**config.mk**
```make
export PLATFORM = sky130hd
export DESIGN_NAME = imem_loader
export DESIGN_NICKNAME = d
export VERILOG_FILES = /design/src/rtl/core_pkg.sv /design/src/rtl/byte_packer.sv /design/src/rtl/imem_loader.sv
export SDC_FILE = /design/constraint.sdc
export NUM_CORES = 1
export LEC_CHECK = 0
export ABC_CLOCK_PERIOD_IN_PS = 4700
export CORE_ASPECT_RATIO = 0.7
export CORE_UTILIZATION = 60
export CTS_CLUSTER_DIAMETER = 200
export CTS_CLUSTER_SIZE = 24
export DETAILED_ROUTE_END_ITERATION = 16
export GPL_ROUTABILITY_DRIVEN = 0
export GPL_TIMING_DRIVEN = 0
export PLACE_DENSITY_LB_ADDON = 0.15
export SLEW_MARGIN = 30
export SYNTH_ARGS = -nofsm -noshare
export SYNTH_HDL_FRONTEND = slang
export SYNTH_SLANG_ARGS = --single-unit
```
**constraint.sdc**
```tcl
create_clock -name clk -period 4.7 [get_ports clk]
set_clock_uncertainty 0.2 [all_clocks]
set_input_delay 0.47 -clock clk [delete_from_list [all_inputs] [get_ports clk]]
set_output_delay 0.47 -clock clk [all_outputs]
set_load 0.005 [all_outputs]
```
**src/rtl/core_pkg.sv**
```systemverilog
// core_pkg: shared loader state encoding and instruction width.
package core_pkg;
  typedef enum logic [2:0] {IDLE, RECV, WRITE, CHECK, RUN, ERROR} loader_state_t;
  localparam int INSTR_W = 32;
endpackage

```
**src/rtl/byte_packer.sv**
```systemverilog
// byte_packer: assembles four little-endian stream bytes into one instruction word.
module byte_packer
  import core_pkg::*;
(
  input  logic               clk,
  input  logic               reset,
  input  logic               clr_i,
  input  logic               en_i,
  input  logic [7:0]         byte_i,
  output logic [INSTR_W-1:0] word_o,
  output logic               word_done_o
);
  logic [1:0]         idx_q;
  logic [INSTR_W-1:0] word_q;
  always_ff @(posedge clk) begin
    if (reset || clr_i) begin
      idx_q  <= '0;
      word_q <= '0;
    end else if (en_i) begin
      word_q[8*idx_q+:8] <= byte_i;
      idx_q              <= idx_q + 2'd1;
    end
  end
  assign word_o      = word_q;
  assign word_done_o = en_i && idx_q == 2'd3;
endmodule

```
**src/rtl/imem_loader.sv**
```systemverilog
// imem_loader: boot loader streaming bytes into IMEM words, verifying a trailing XOR checksum before releasing the core.
module imem_loader
  import core_pkg::*;
#(
  parameter int ADDR_W      = 10,
  parameter int TIMEOUT_CYC = 100000
) (
  input  logic               clk,
  input  logic               reset,
  input  logic               load_req,
  input  logic [15:0]        load_len,
  input  logic [7:0]         byte_in,
  input  logic               byte_valid,
  output logic               byte_ready,
  output logic [INSTR_W-1:0] Imem_write_instr,
  output logic               Imem_write_en,
  output logic [ADDR_W-1:0]  Imem_write_addr,
  output logic               start,
  output logic               busy,
  output logic               error
);
  localparam int TMO_W = $clog2(TIMEOUT_CYC + 1);
  localparam logic [TMO_W-1:0] TMO_LIM = TMO_W'(TIMEOUT_CYC - 1);
  localparam logic [16:0] MAX_LEN = 17'(1) << ADDR_W;
  loader_state_t      state_q, state_d;
  logic [15:0]        len_q, len_d, cnt_q, cnt_d;
  logic [INSTR_W-1:0] csum_q, csum_d, word;
  logic [TMO_W-1:0]   tmo_q, tmo_d;
  logic               accept, xfer, word_done, in_write;
  assign accept = load_req && (state_q inside {IDLE, RUN, ERROR});
  assign xfer   = byte_valid && state_q == RECV;
  byte_packer u_packer (
    .clk        (clk),
    .reset      (reset),
    .clr_i      (accept),
    .en_i       (xfer),
    .byte_i     (byte_in),
    .word_o     (word),
    .word_done_o(word_done)
  );
  always_ff @(posedge clk) begin
    if (reset) begin
      state_q <= IDLE;
      len_q   <= '0;
      cnt_q   <= '0;
      csum_q  <= '0;
      tmo_q   <= '0;
    end else begin
      state_q <= state_d;
      len_q   <= len_d;
      cnt_q   <= cnt_d;
      csum_q  <= csum_d;
      tmo_q   <= tmo_d;
    end
  end
  always_comb begin
    state_d = state_q;
    len_d   = len_q;
    cnt_d   = cnt_q;
    csum_d  = csum_q;
    tmo_d   = tmo_q;
    if (accept) begin
      len_d   = load_len;
      cnt_d   = '0;
      csum_d  = '0;
      tmo_d   = '0;
      state_d = ({1'b0, load_len} > MAX_LEN) ? ERROR : RECV;
    end else begin
      case (state_q)
        RECV: begin
          if (xfer) begin
            tmo_d = '0;
            if (word_done) state_d = (cnt_q < len_q) ? WRITE : CHECK;
          end else begin
            tmo_d = tmo_q + 1'b1;
            if (tmo_d == TMO_LIM) state_d = ERROR;
          end
        end
        WRITE: begin
          csum_d  = csum_q ^ word;
          cnt_d   = cnt_q + 16'd1;
          state_d = RECV;
        end
        CHECK:   state_d = (word == csum_q) ? RUN : ERROR;
        default: ;
      endcase
    end
  end
  // The strobe is masked by reset so a write cycle hit by reset never reaches IMEM.
  assign in_write         = state_q == WRITE;
  assign Imem_write_en    = in_write && !reset;
  assign Imem_write_instr = in_write ? word : '0;
  assign Imem_write_addr  = in_write ? cnt_q[ADDR_W-1:0] : '0;
  assign byte_ready       = state_q == RECV;
  assign busy             = state_q inside {RECV, WRITE, CHECK};
  assign start            = state_q == RUN;
  assign error            = state_q == ERROR;
endmodule

```
==> flow_summary.yaml <==
grt:
  grt_max_degree: 17
  met1_usage_pct: 45.39
  gr-usage-met3_pct: 8.112
  grt_util_all_layers_pct: 33.27
  grt_pass1_wl_um: 26550
  met2_usage_pct: 51.67
  overflow: 0
  top_usage_layer: "met2"
  antenna_found_initial: 0
  grt_pass1_vias: 5388
placement:
  dp_slack_ps: 1619
  numPortBuffers: 74
  hpwl_um: 11670
worst_setup_path:
  crit_type: "flop to output port"
  worstSetupStartpointType: "flop"
  regToRegSetupSlack_ps: 2010
  crit_path_top_delay_cell: "clkbuf_1"
  crit_arrival_ps: 2830
  critical_path_buf_inv_count: 3
  cp.depth: 5
  crit_chain: "nor3b_2 -> clkbuf_1 -> clkbuf_1 -> and2_1 -> clkdlybuf4s50_1"
  cp_top_family: "buffers and inverters"
  critPathMaxStageDelay_ps: 510
  r2r_cells: 7
  startpoint: "state_q[1]$_SDFFE_PP0P_"
  cp_max_fo: 10
  rr_startpoint: "tmo_q[1]$_SDFFE_PP0P_"
  crit_end: "Imem_write_addr[1]"
  rr_endpoint: "state_q[0]$_SDFFE_PP0P_"
  critPathCaptureType: "output port"
  cpMostUsedCell: "clkbuf_1"
  cp.required_ps: 4030
routing:
  drc: 0
  totalWireLength_um: 16920
  drt-wirelength-per-cell_um: 17.44
  vias: 5671
  viasPerCell: 5.846
  drt_first_pass_iters: 5
  drt_iter0_markers: 618
  antenna_left: 0
layout:
  nFillCells: 663
  drive_gt1_share_pct: 7.007
  area_growth_syn_to_layout_pct: 25.89
  antenna_cells: 0
  fin_nets: 880
power:
  p_switching_w: 0.0006057
  clkPwrFrac_pct: 54.7
  intPower_w: 0.002073
  p_leak_nw: 2.812
  p_sw_share_pct: 22.61
  p_seq_share_pct: 38.3
  max-vdd-ir-drop_mv: 0.2832
  p_comb_share_pct: 7.0
  p_per_area_nw_per_um2: 351.8
flow_run:
  maxCapViolCount: 0
worst_hold_path:
  holdPathStages: 2
  hold_path_class: "flop to flop"
yosys:
  synth.distinct_cells: 53
  syn_area_um2: 6050
  syn-num-nets: 787
  yosysSeqAreaShare_pct: 39.05
  postSynthCellCount: 736
  syn_area_per_cell_um2: 8.220
  yosys_register_bits: 118
  yosys_warnings: 0
clock_tree:
  post-cts-setup-buffers: 0
  postCtsHoldBufs: 0
  cts_htree_levels: 4
  cts_tree: "done"
  cts_made_buffers: 17
  clock-root-buffer: "clkbuf_16"
  cts.path.max_buffers: 2
  clock_latency_ps: 420
  clk_pin_slew_ps: 60
  cts_resized: 0
  cts_sinks: 118
floorplanning:
  core-area_um2: 9759
  die_h_um: 86.01
  fp.dieArea_um2: 10490
  initial_utilization_pct: 61.99
  rows: 30
  io_pins: 75
  chipWidth_um: 122.0
timing:
  slew_headroom_pct: 33.82
  hold_viol_final: 0
  timing.final.crit_share_pct: 74.53
  worst_hold_slack_ps: 252.6
  setup_violations: 0
  slew_violations: 0
  max_freq_mhz: 285.5
  timing.final.ws_setup_ps: 1197
  rsz0062_at_grt: "no"
  fin_crit_ps: 3503
  worstMarginPinSlew_ps: 985.1
  tns_ps: 0
status:
  status: "completed"
[area by class of cell]
class                           count  area, um2  share of cell area, %
Buffer                             39      183.9                  2.415
Clock buffer                       18      429.2                  5.635
Clock inverter                     14      231.5                  3.039
Inverter                           23      86.33                  1.134
Multi-Input combinational cell    556       3422                  44.93
Sequential cell                   118       2362                  31.02
Tap cell                          128      160.2                  2.103
Timing Repair Buffer               74      740.7                  9.726
[how the worst min path moves through the flow]
stage	slack (ps)	end	startpoint
detailed placement	250	len_q[7]$_SDFFE_PP0P_	len_q[7]$_SDFFE_PP0P_
global placement	250	len_q[4]$_SDFFE_PP0P_	len_q[4]$_SDFFE_PP0P_
finish	250	len_q[7]$_SDFFE_PP0P_	len_q[7]$_SDFFE_PP0P_
floorplan	240	len_q[10]$_SDFFE_PP0P_	len_q[10]$_SDFFE_PP0P_
CTS	260	len_q[7]$_SDFFE_PP0P_	len_q[7]$_SDFFE_PP0P_
global route	280	len_q[3]$_SDFFE_PP0P_	len_q[3]$_SDFFE_PP0P_
[Yosys cell counts, drive strengths merged]
cell,number,area share (%)
ha,23,4.8
dfxtp,118,39
a31oi,7,0.72
o21ba,1,0.17
nor2,74,4.6
a22oi,4,0.58
or3,2,0.21
nand2b,6,0.62
nor3b,5,0.70
o211a,1,0.17
o2111ai,1,0.14
nor3,8,0.66
xor2,33,4.8
o21ai,17,1.4
clkbuf,25,1.6
xnor2,51,7.4
nor4,10,1.4
mux2i,4,0.66
buf,14,1.4
and4,3,0.48
nand3,45,3.7
a21o,4,0.50
and3b,1,0.14
and4bb,1,0.21
or4,1,0.12
nand2,85,5.4
a2111oi,3,0.43
a211oi,1,0.12
inv,23,1.4
and2,45,4.7
o21a,2,0.25
a41oi,1,0.27
and3,9,0.93
a21oi,71,5.9
o211ai,4,0.50
nor2b,8,0.83
and4b,1,0.17
nand4,20,2.3
nand4b,1,0.14
a211o,2,0.29
nor4bb,1,0.17
[metal layers]
layer	wire, um	share of wire [%]
met1	7548	45
met2	7563	45
met3	1545	9.1
met4	258	1.5
met5	0	0
[power groups by stage]
stage / Sequential (W) / Clock (W) / Combinational, W
3_5_place_dp: 0.00105 / 0 / 0.000179
4_1_cts: 0.00103 / 0.00147 / 0.000182
2_1_floorplan: 0.00104 / 0 / 0.000102
3_3_place_gp: 0.00105 / 0 / 0.000175
5_1_grt: 0.00103 / 0.00151 / 0.000202
6_report: 0.00103 / 0.00147 / 0.000187
[layout by cell type (no fill, tap or decap), types with 6 or more instances in the layout]
cell             count
and2_1              45
bufinv_16            6
o21ai_0             17
nand2b_1             6
nor3_1               8
a31oi_1              7
clkbuf_16           17
dfxtp_1            118
clkdlybuf4s50_1     74
xnor2_1             51
a21oi_1             71
nand2_1             81
nor2_1              74
ha_1                23
and3_1               9
nand4_1             19
inv_1               22
buf_2                7
nor2b_1              8
nor4_1               8
nand3_1             45
clkbuf_1            24
xor2_1              33
[state kept, by name, summed over array words and instances (netlist names)]
signal and count:
u_packer.idx_q 2, len_q 16, u_packer.word_o 32, state_q 3
csum_q 32, tmo_q 17, cnt_q 16
[logic make-up (layout without fill, tap and decap cells)]
kind of cell / Yosys count / count (layout) / share of synthesized area, %
flops: 118 / 118 / 39.05
fa+ha+maj: 23 / 23 / 4.757
simple gates: 326 / 326 / 27.49
mux: 4 / 4 / 0.6619
xor+xnor: 84 / 84 / 12.16
compound gates: 119 / 119 / 11.42
buf+inv: 62 / 168 / 4.467
[worst min-delay path: stages, from the launching register on]
cell and delay, ps:
dfxtp_1 310, nand2_1 50, a21oi_1 50
[through the flow]
| step | instances | area, um2 | total power (W) | util, % |
|---|---|---|---|---|
| floorplan | 736 | 6050 | 0.001146 | - |
| global placement | 938 | 6950 | 0.001221 | 71.22 |
| detailed placement | 938 | 6950 | 0.001226 | 71.22 |
| CTS | 970 | 7611 | 0.002674 | 77.99 |
| global route | 970 | 7616 | 0.002738 | 78.04 |
| finish | 970 | 7616 | 0.002679 | 78.04 |
No activity file was read; power rests on OpenSTA's default activity.
